<file path="src/rtl/stream_width_serializer_if.sv">
// Handshake bundle for stream_width_serializer.
// Carries the wide input stream (in_valid/in_ready/in_data) and the narrow
// output stream (out_valid/out_ready/out_data/out_last).
//   slave  : serializer view (consumes in_*, produces out_*)
//   master : environment view (produces in_*, consumes out_*)
interface stream_width_serializer_if #(
  parameter int IN_WIDTH  = 32,
  parameter int OUT_WIDTH = 8
);
  logic                 in_valid;
  logic                 in_ready;
  logic [IN_WIDTH-1:0]  in_data;
  logic                 out_valid;
  logic                 out_ready;
  logic [OUT_WIDTH-1:0] out_data;
  logic                 out_last;

  modport slave (
    input  in_valid, in_data, out_ready,
    output in_ready, out_valid, out_data, out_last
  );

  modport master (
    output in_valid, in_data, out_ready,
    input  in_ready, out_valid, out_data, out_last
  );
endinterface

</file>
<file path="src/rtl/stream_width_serializer.sv">
// stream_width_serializer: accepts one IN_WIDTH word per input handshake and
// emits it as RATIO = IN_WIDTH/OUT_WIDTH beats, flagging the final beat with
// out_last. A new word can be taken in the cycle the previous word's last
// beat is consumed, so sustained throughput has no bubble between words.
// Ports:
//   clk    : rising-edge clock
//   reset  : asynchronous, active-high reset
//   s_if   : slave modport of stream_width_serializer_if
//            in_valid/in_ready/in_data  - wide input stream
//            out_valid/out_ready/out_data/out_last - narrow output stream
module stream_width_serializer #(
  parameter int IN_WIDTH  = 32,
  parameter int OUT_WIDTH = 8,
  parameter int MSB_FIRST = 0
) (
  input logic                          clk,
  input logic                          reset,
  stream_width_serializer_if.slave     s_if
);

  localparam int RATIO = IN_WIDTH / OUT_WIDTH;
  localparam int CNT_W = (RATIO > 1) ? $clog2(RATIO) : 1;
  localparam logic [CNT_W-1:0] LAST_CNT = CNT_W'(RATIO - 1);

  if ((IN_WIDTH % OUT_WIDTH) != 0 || RATIO < 2) begin : g_bad_ratio
    $error("stream_width_serializer: IN_WIDTH must be a multiple of OUT_WIDTH with ratio >= 2");
  end

  typedef enum logic {
    IDLE  = 1'b0,
    SHIFT = 1'b1
  } state_t;

  state_t              state_q, state_d;
  logic [CNT_W-1:0]    beat_cnt_q, beat_cnt_d;
  logic [IN_WIDTH-1:0] shreg_q, shreg_d;

  logic out_valid;
  logic out_last;
  logic in_ready;
  logic beat_hs;
  logic in_hs;

  always_ff @(posedge clk or posedge reset) begin
    if (reset) begin
      state_q    <= IDLE;
      beat_cnt_q <= '0;
      shreg_q    <= '0;
    end else begin
      state_q    <= state_d;
      beat_cnt_q <= beat_cnt_d;
      shreg_q    <= shreg_d;
    end
  end

  always_comb begin
    out_valid = (state_q == SHIFT);
    out_last  = out_valid && (beat_cnt_q == LAST_CNT);
    beat_hs   = out_valid && s_if.out_ready;
    // Combinational from out_ready: lets the next word load on the same edge
    // that retires the last beat of the current one.
    in_ready  = (state_q == IDLE) || (beat_hs && out_last);
    in_hs     = s_if.in_valid && in_ready;

    state_d    = state_q;
    beat_cnt_d = beat_cnt_q;
    shreg_d    = shreg_q;

    unique case (state_q)
      IDLE: begin
        if (in_hs) begin
          shreg_d    = s_if.in_data;
          beat_cnt_d = '0;
          state_d    = SHIFT;
        end
      end
      SHIFT: begin
        if (beat_hs) begin
          if (!out_last) begin
            shreg_d    = (MSB_FIRST != 0) ? (shreg_q << OUT_WIDTH) : (shreg_q >> OUT_WIDTH);
            beat_cnt_d = beat_cnt_q + 1'b1;
          end else if (in_hs) begin
            shreg_d    = s_if.in_data;
            beat_cnt_d = '0;
          end else begin
            beat_cnt_d = '0;
            state_d    = IDLE;
          end
        end
      end
      default: state_d = IDLE;
    endcase
  end

  assign s_if.out_valid = out_valid;
  assign s_if.out_last  = out_last;
  assign s_if.in_ready  = in_ready;
  assign s_if.out_data  = (MSB_FIRST != 0) ? shreg_q[IN_WIDTH-1 -: OUT_WIDTH]
                                           : shreg_q[OUT_WIDTH-1:0];

endmodule
</file>
<file path="src/flat_wrapper.sv">
// flat-port wrapper written by rule: the top's interface ports become plain ports
module stream_width_serializer_flat 
#(
  parameter int IN_WIDTH  = 32,
  parameter int OUT_WIDTH = 8,
  parameter int MSB_FIRST = 0
)
  (clk, reset, s_if_in_valid, s_if_in_data, s_if_out_ready, s_if_in_ready, s_if_out_valid, s_if_out_data, s_if_out_last);
  stream_width_serializer_if #(.IN_WIDTH(IN_WIDTH), .OUT_WIDTH(OUT_WIDTH)) s_if_i ();
  input logic clk;
  input logic reset;
  input wire logic [$bits(s_if_i.in_valid)-1:0] s_if_in_valid;
  input wire logic [$bits(s_if_i.in_data)-1:0] s_if_in_data;
  input wire logic [$bits(s_if_i.out_ready)-1:0] s_if_out_ready;
  output wire logic [$bits(s_if_i.in_ready)-1:0] s_if_in_ready;
  output wire logic [$bits(s_if_i.out_valid)-1:0] s_if_out_valid;
  output wire logic [$bits(s_if_i.out_data)-1:0] s_if_out_data;
  output wire logic [$bits(s_if_i.out_last)-1:0] s_if_out_last;
  assign s_if_i.in_valid = s_if_in_valid;
  assign s_if_i.in_data = s_if_in_data;
  assign s_if_i.out_ready = s_if_out_ready;
  assign s_if_in_ready = s_if_i.in_ready;
  assign s_if_out_valid = s_if_i.out_valid;
  assign s_if_out_data = s_if_i.out_data;
  assign s_if_out_last = s_if_i.out_last;
  stream_width_serializer #(.IN_WIDTH(IN_WIDTH), .OUT_WIDTH(OUT_WIDTH), .MSB_FIRST(MSB_FIRST)) u_core (.clk(clk), .reset(reset), .s_if(s_if_i));
endmodule
</file>
<file path="config.mk">
export PLATFORM = sky130hd
export DESIGN_NAME = stream_width_serializer_flat
export DESIGN_NICKNAME = d
export VERILOG_FILES = /design/src/rtl/stream_width_serializer_if.sv /design/src/rtl/stream_width_serializer.sv /design/src/flat_wrapper.sv
export SDC_FILE = /design/constraint.sdc
export NUM_CORES = 1
export LEC_CHECK = 0
export CAP_MARGIN = 20
export CORE_MARGIN = 10
export CORE_UTILIZATION = 50
export DETAILED_ROUTE_END_ITERATION = 16
export HOLD_SLACK_MARGIN = 0.06
export PLACE_DENSITY = 0.88
export SYNTH_ARGS = -nofsm -noshare
export SYNTH_HDL_FRONTEND = slang
export SYNTH_SLANG_ARGS = --single-unit
</file>
<file path="constraint.sdc">
create_clock -name clk -period 2.05 [get_ports clk]
set_clock_uncertainty 0.2 [all_clocks]
set_input_delay 0.3075 -clock clk [delete_from_list [all_inputs] [get_ports clk]]
set_output_delay 0.3075 -clock clk [all_outputs]
set_load 0.02 [all_outputs]
</file>
After elaboration in Yosys (flattened, before gate mapping)
Index checks and enable logic that the tools add are counted.
Word-level totals
  input port bits: 36
  flip-flop bits (word level): 35
  output and inout port bits: 11
  word-level logic and storage cells: 26
Cells by class
  bitwise operators: 1
  reductions and logical operators: 6
  $add $sub $neg: 1
  equal/unequal tests: 3
  mux-type cells: 12
Operator list (count)
  $mux W32: 3
  $pmux W32 S2: 1
  $mux W2: 3
  $logic_and A1 B1 Y1: 4
  $pmux W2 S2: 1
  $mux W1: 3
  $add A2 B1 Y2 const B: 1
  $eq A2 B2 Y1 const B: 1
  $ne A2 B1 Y1 const B: 1
  $ne A2 B2 Y1 const B: 1
  $pmux W1 S2: 1
  $reduce_and A2 Y1: 1
  $logic_or A1 B1 Y1: 1
  $not A1 Y1: 1

Depth between registers and ports, before layout
Gate-level depths: netlist of the first run.
  word-level depth: 9
  gate-level depth with buffers: 6
  mapped depth without buffers: 4

Worst setup path after synthesis of the first run
OpenSTA, ideal clock, no wires.
  path type: register -> output
  start: register u_core.beat_cnt_q[0]
  end: output s_if_in_ready
  cell stages (with the launch flop): 5
  required time: 1542 ps
  data arrival time: 1271 ps
  setup slack: 271 ps
  buffers on the path: 1
  cell sequence: dfrtp_1 > ha_1 > nand2_1 > clkbuf_1 > nand2_1
Between the ends
  word-level cells in the longest chain between the ends: 4
Ends and longest elaborated chain
  start, declared: line stream_width_serializer.sv:35  | logic [CNT_W-1:0] beat_cnt_q, beat_cnt_d;
  start signal, assigned: line stream_width_serializer.sv:51  | beat_cnt_q <= beat_cnt_d;
  $eq A2 B2 Y1: line stream_width_serializer.sv:58  | out_last = out_valid && (beat_cnt_q == LAST_CNT);
  $logic_and A1 B1 Y1: line stream_width_serializer.sv:58
  $logic_and A1 B1 Y1: line stream_width_serializer.sv:62  | in_ready = (state_q == IDLE) || (beat_hs && out_last);
  $logic_or A1 B1 Y1: line stream_width_serializer.sv:62
  end, declared: line flat_wrapper.sv:15  | output wire logic [$bits(s_if_i.in_ready)-1:0] s_if_in_ready;
Every way passes these cells.

Worst setup path in the final report of the first run
  start: register u_core.beat_cnt_q[1]
  end: output s_if_in_ready
The elaborated chain is that of the path after synthesis.

==> run_results.csv, run 1 <==
group,metric,value,unit
setup_path,crit_type,"flip-flop to output pin",
floorplan,fp-row-count,22,
pwr,clkPwrFrac,18.2,%
yosys,synth_area_leaders,"dfrtp_1 (44%), o211a_1 (8.0%), a211o_1 (7.0%)",
pwr,p_int,1.94,mW
setup_path,reg2regPathDepth,4,
setup_path,crit_path_start,"u_core.beat_cnt_q[1]",
yosys,syn_area,2000,um2
placed_design,dp_hpwl,3630,um
route,routedWlPerCell,16.4,um
clock_network,clock_path_buffers,2,
clock_network,cts_buffers,5,
setup_path,critPathArrivalTime,1.43,ns
floorplan,io_pins,47,
route,firstDrtPassIters,4,
route,drtIter0Drc,167,
run,maxCapViolCount,0,
route,drc,0,
clock_network,clock-sinks,35,
global_route,grt_pass1_wl,8540,um
floorplan,fp.dieW,83.2,um
floorplan,die-area,6920,um2
yosys,ys_ff_latch,35,
pwr,sw_frac_of_total,36.1,%
floorplan,die_h,83.2,um
clock_network,root_buffer,"clkbuf_8",
outcome,status,"complete, no violations",
clock_network,hold_buffers,0,
global_route,grt_pass1_vias,1787,
timing,hold_violations,0,
yosys,yosysTopAreaCell,"dfrtp_1",
global_route,antenna_found_initial,0,
min_path,hp-class,"primary input to asynchronous set/reset pin",
floorplan,initial_core_util,52.9,%
placed_design,post_dp_cell_area,2480,um2
pwr,p_seq_share,38.9,%
floorplan,core,3770,um2
cells_and_area,nNetsFinal,297,
pwr,p_switching,1.10,mW
timing,slew_viol_final,0,
clock_network,h-tree-depth,2,
pwr,power_frac_comb,42.9,%
cells_and_area,design_area,2580,um2
cells_and_area,drive_gt1_share,8.81,%
pwr,p_leak,1.16,nW
global_route,gr-total-overflow,0,
placed_design,io_buffers,46,
yosys,syn_inst,220,
setup_path,rrSetupSlack,0.21,ns
clock_network,clk_pin_slew,0.07,ns
yosys,yosys.cell_types.count,22,
timing,rsz0062_at_grt,"false",
cells_and_area,n_fill_cell,305,
global_route,grt_use_total,14.7,%
setup_path,critPathCapture,"s_if_in_ready",
timing,fin_crit,1.94,ns
yosys,syn_area_per_cell,9.07,um2
setup_path,startpoint_type,"flip-flop",
timing,period_share,94.5,%
route,drt-vias-per-instance,5.74,
setup_path,required,1.54,ns
pwr,powerDensity,1180,nW/um2
setup_path,r2r_start,"u_core.beat_cnt_q[0]",
setup_path,crit_fanout,7,
placed_design,gp_congestion,0.781,
cells_and_area,syn2layout_area_growth,29.5,%
route,ant_nets,0,
yosys,synth_nets,257,
timing,tightestPinTransition,0.450,ns
yosys,seq_area_frac_synth,43.9,%
timing,finalSetupViolCount,0,
pwr,ir_drop,0.000587,V
setup_path,critPathCaptureType,"output pin",
cells_and_area,n_antenna_cell,0,
route,vias,1773,
route,totalWireLength,5070,um
global_route,grt_max_degree,36,
clock_network,cts_tree,"built",
setup_path,worstReg2RegEnd,"u_core.shreg_q[18]",
pwr,finalPower,3.04,mW
clock_network,clk_latency,0.29,ns
timing,fmax,0.516,GHz
yosys,yosys.area.top_type_share,43.9,%
timing,slew_headroom,69.9,%
yosys,yosys_warnings,0,
## critical path, stage by stage, from the launching register on
cell and delay, ns:
dfrtp_1 0.37, ha_2 0.25, nand2_1 0.10, nand2_1 0.09, clkdlybuf4s15_1 0.32
## placed cells by master (no fill, tap or decap)
cell,instances
clkbuf_1,1
buf_12,2
a22o_1,1
a211o_1,16
clkbuf_8,7
a222oi_1,8
o22ai_1,9
nor2b_1,1
a21oi_1,7
a221oi_1,1
o211a_1,16
a211oi_1,7
nand2b_1,12
dlygate4sd2_1,2
a21oi_4,1
nor2_1,26
and2_1,3
o21ai_0,3
inv_1,20
a21oi_2,1
clkdlybuf4s50_1,43
ha_2,1
dfrtp_1,35
buf_4,11
clkdlybuf4s15_1,1
nand2_1,26
## what timing repair did
| item | 4_1_cts | 5_1_grt |
|---|---|---|
| buffers inserted | 0 | 0 |
| endpoints found under the hold margin | 0 | 0 |
| resized for setup | 4 | 2 |
| cloned | 0 | 0 |
| endpoints found under the setup margin | 4 | 9 |
## cell usage after synthesis, drive strengths merged
| cell | count |
|---|---|
| o22ai | 9 |
| a22o | 1 |
| buf | 20 |
| ha | 1 |
| o21ai | 3 |
| a211o | 16 |
| nand2 | 26 |
| clkbuf | 6 |
| a221oi | 1 |
| dfrtp | 35 |
| nor2b | 1 |
| a211oi | 7 |
| o211a | 16 |
| a222oi | 8 |
| nor2 | 26 |
| and2 | 3 |
| a21oi | 9 |
| inv | 20 |
| nand2b | 12 |
## metrics by stage
step                      hold WS [ns]  worst slack, ns  cells  setup TNS [ns]  utilization [%]
after global placement           0.306          -0.0686    301          -0.575             65.8
after detailed placement         0.313           -0.110    301          -0.817             65.8
after global routing             0.270           0.0109    309               0             68.5
after floorplan                  0.262            0.271    220               0                -
after CTS                        0.240           0.0501    309               0             68.4
final                            0.222            0.113    309               0             68.5
## worst min path at each step
| stage | start | to | slack (ns) | cells past startpoint |
|---|---|---|---|---|
| 2_1_floorplan | reset | u_core.beat_cnt_q[0] | 0.26 | 1 |
| 3_3_place_gp | u_core.shreg_q[3] | u_core.shreg_q[3] | 0.31 | 1 |
| 3_5_place_dp | u_core.shreg_q[3] | u_core.shreg_q[3] | 0.31 | 1 |
| 4_1_cts | reset | u_core.shreg_q[6] | 0.24 | 3 |
| 5_1_grt | reset | u_core.shreg_q[1] | 0.27 | 3 |
| 6_report | reset | u_core.shreg_q[5] | 0.22 | 3 |
## sequential cells by signal (all words and copies together), names as in the netlist
register / count
u_core.shreg_q: 32
u_core.s_if.out_valid: 1
u_core.beat_cnt_q: 2
## power by group through the flow
stage | combinational, mW | sequential (mW) | clock [mW]
detailed placement | 1.31 | 1.19 | 0
finish | 1.30 | 1.18 | 0.552
CTS | 1.32 | 1.18 | 0.558
global placement | 1.28 | 1.17 | 0
global route | 1.44 | 1.21 | 0.591
floorplan | 0.983 | 1.13 | 0
## logic make-up after synthesis
group,after synthesis,synth area share [%]
buffers and inverters,46,11.7
adders and majority gates,1,0.627
DFF,35,43.9
and+or+nand+nor,68,14.8
AOI/OAI and AO/OA,70,29.0
## metal layers
layer | GRT usage (%) | vias up | share of wire [%]
li1 | - | 847 | -
met1 | 17.6 | 861 | 42
met2 | 24.5 | 58 | 52
met3 | 3.32 | 7 | 3.6
met4 | 6.15 | 0 | 2.1
met5 | 0 | - | 0
## final cells by class
class                   instances  area, um2  area share, %
flip-flops and latches         35        876           33.9
repair buffers                 59        581           22.5
multi-input cells             139        892           34.5
well taps                      48       60.1           2.32
clock buffers                   8        100           3.87
inverters                      20       75.1           2.91
Note: power is estimated with default switching activity, not from simulation.
==> inputs of run 2 (changes only) <==
--- a/config.mk
+++ b/config.mk
@@ -8,6 +8,7 @@
 export CAP_MARGIN = 20
 export CORE_MARGIN = 10
 export CORE_UTILIZATION = 50
+export CTS_BUF_LIST = sky130_fd_sc_hd__clkbuf_16
 export DETAILED_ROUTE_END_ITERATION = 16
 export HOLD_SLACK_MARGIN = 0.06
 export PLACE_DENSITY = 0.88
==> run 2 against run 1 <==
Sequential share of layout area is 0.37 points lower; die area stayed put; largest cell class unchanged; sequential cell count stayed put; highest routed layer unchanged; first-iteration DRC count is 22% higher; utilization is 0.76 points higher; largest power group unchanged.
==> run_results.csv, run 2 (synthesis gave the netlist of run 1 again) <==
group,metric,value,unit
timing,slew_viol_final,0,
placed_design,place_inst,301,
pwr,powerDensity,1220,nW/um2
floorplan,core,3770,um2
timing,hold_violations,0,
timing,tightestPinTransition,0.447,ns
cells_and_area,final_cell_mix,"clkdlybuf4s50_1 (43), dfrtp_1 (35), nand2_1 (26), nor2_1 (26), inv_1 (21)",
setup_path,rrSetupSlack,0.11,ns
pwr,p_leak,1.18,nW
cells_and_area,largest_reg_flops,32,
placed_design,io_buffers,46,
route,drtIter0Drc,204,
global_route,grt_pass1_vias,1743,
global_route,gr-total-overflow,0,
setup_path,reg2regPathDepth,4,
clock_network,cts_setup_buffers,0,
setup_path,critPathCaptureType,"output pin",
timing,fmax,0.510,GHz
timing,finalSetupViolCount,0,
outcome,status,"complete, no violations",
route,firstDrtPassIters,4,
cells_and_area,n_fill_cell,298,
pwr,power_frac_comb,40.8,%
clock_network,hold_buffers,0,
floorplan,fp.dieW,83.2,um
setup_path,crit_path_start,"u_core.beat_cnt_q[0]",
min_path,hp-class,"primary input to asynchronous set/reset pin",
timing,period_share,95.6,%
clock_network,h-tree-depth,2,
global_route,antenna_found_initial,0,
route,drc,0,
setup_path,crit_family,"flip-flops",
timing,whs,0.247,ns
setup_path,worstReg2RegEnd,"u_core.shreg_q[18]",
setup_path,slowest_delay,0.39,ns
clock_network,clk_pin_slew,0.05,ns
setup_path,crit_type,"flip-flop to output pin",
timing,setup_tns,0,ns
cells_and_area,top_register,"u_core.shreg_q",
route,routedWlPerCell,16.8,um
timing,fin_crit,1.96,ns
floorplan,die-area,6920,um2
global_route,grt_use_total,14.7,%
cells_and_area,final_common_cell,"clkdlybuf4s50_1",
setup_path,crit_fanout,7,
floorplan,io_pins,47,
setup_path,critPathArrivalTime,1.45,ns
pwr,clkPwrFrac,22.1,%
floorplan,initial_core_util,52.9,%
route,totalWireLength,5190,um
setup_path,r2r_start,"u_core.beat_cnt_q[0]",
pwr,ir_drop,0.000578,V
setup_path,cp_slowest_cell,"dfrtp_1",
clock_network,cts_buffers,5,
cells_and_area,drive_gt1_share,8.05,%
run,maxCapViolCount,0,
placed_design,gp_congestion,0.781,
clock_network,clock_path_buffers,2,
route,drt-vias-per-instance,5.64,
pwr,p_switching,1.12,mW
cells_and_area,n_antenna_cell,0,
cells_and_area,layout.cells.non_filler,309,
floorplan,die_h,83.2,um
route,ant_nets,0,
route,vias,1742,
clock_network,root_buffer,"clkbuf_16",
placed_design,dp_hpwl,3630,um
clock_network,cts_tree,"built",
pwr,finalPower,3.19,mW
floorplan,fp-row-count,22,
setup_path,required,1.54,ns
global_route,grt_pass1_wl,8540,um
global_route,grt_max_degree,36,
setup_path,cp.buffers_inverters,1,
pwr,p_seq_share,37.0,%
clock_network,clk_latency,0.28,ns
setup_path,startpoint_type,"flip-flop",
timing,slew_headroom,70.1,%
setup_path,crit_chain,"ha_1 -> and2_1 -> dlygate4sd2_1",
cells_and_area,nNetsFinal,297,
cells_and_area,syn2layout_area_growth,30.9,%
pwr,p_int,2.07,mW
pwr,sw_frac_of_total,35.2,%
timing,rsz0062_at_grt,"false",
clock_network,clock-sinks,35,
[run 2: what timing repair did]
action                                 CTS  global route
endpoints found under the hold margin    0             0
gates resized for setup                  4             2
setup endpoints to repair                4             1
[run 2: cell type report]
cell class	instances	area [um2]	area share [%]
Timing Repair Buffer	59	576	22.0
Sequential cell	35	876	33.5
Clock buffer	5	125	4.79
Multi-Input combinational cell	139	890	34.1
Inverter	20	75.1	2.87
Tap cell	48	60.1	2.30
Clock inverter	3	11.3	0.431
[run 2: power groups by stage]
stage | Sequential (mW) | Clock [mW] | Combinational (mW)
2_1_floorplan | 1.13 | 0 | 0.983
3_3_place_gp | 1.17 | 0 | 1.28
3_5_place_dp | 1.19 | 0 | 1.31
4_1_cts | 1.18 | 0.713 | 1.32
5_1_grt | 1.22 | 0.744 | 1.43
6_report | 1.18 | 0.706 | 1.30
[run 2: through the flow]
| step | cell area [um2] | setup WS [ns] | util, % |
|---|---|---|---|
| final | 2610 | 0.0894 | 69.3 |
| after global routing | 2610 | 0.0328 | 69.3 |
| after CTS | 2620 | 0.0391 | 69.4 |
| after detailed placement | 2480 | -0.110 | 65.8 |
| after global placement | 2480 | -0.0686 | 65.8 |
| after floorplan | 2000 | 0.271 | - |
[run 2: worst min-delay path, delay by kind of cell]
family	cells	cell delay, ns
buffers and inverters	3	0.85
[run 2: worst max-delay path by stage]
stage / end / slack (ns) / depth (start not counted)
after floorplan: s_if_in_ready / 0.27 / 4
after global placement: u_core.shreg_q[20] / -0.07 / 5
after detailed placement: u_core.shreg_q[18] / -0.11 / 5
after CTS: s_if_in_ready / 0.04 / 4
after global routing: s_if_out_last / 0.03 / 3
final: s_if_out_last / 0.09 / 3
[run 2: per-layer routing]
metal	vias up	track usage, %	share of wire [%]
li1	849	-	-
met1	846	18.2	44
met2	38	23.7	50
met3	9	3.13	3.0
met4	0	6.77	2.3
met5	-	0	0
==> inputs of run 3 (changes only) <==
--- a/config.mk
+++ b/config.mk
@@ -12,6 +12,7 @@
 export DETAILED_ROUTE_END_ITERATION = 16
 export HOLD_SLACK_MARGIN = 0.06
 export PLACE_DENSITY = 0.88
+export SLEW_MARGIN = 20
 export SYNTH_ARGS = -nofsm -noshare
 export SYNTH_HDL_FRONTEND = slang
 export SYNTH_SLANG_ARGS = --single-unit
==> results of run 3 <==
No change in the layout: final DEF, timing and power equal those of run 2.
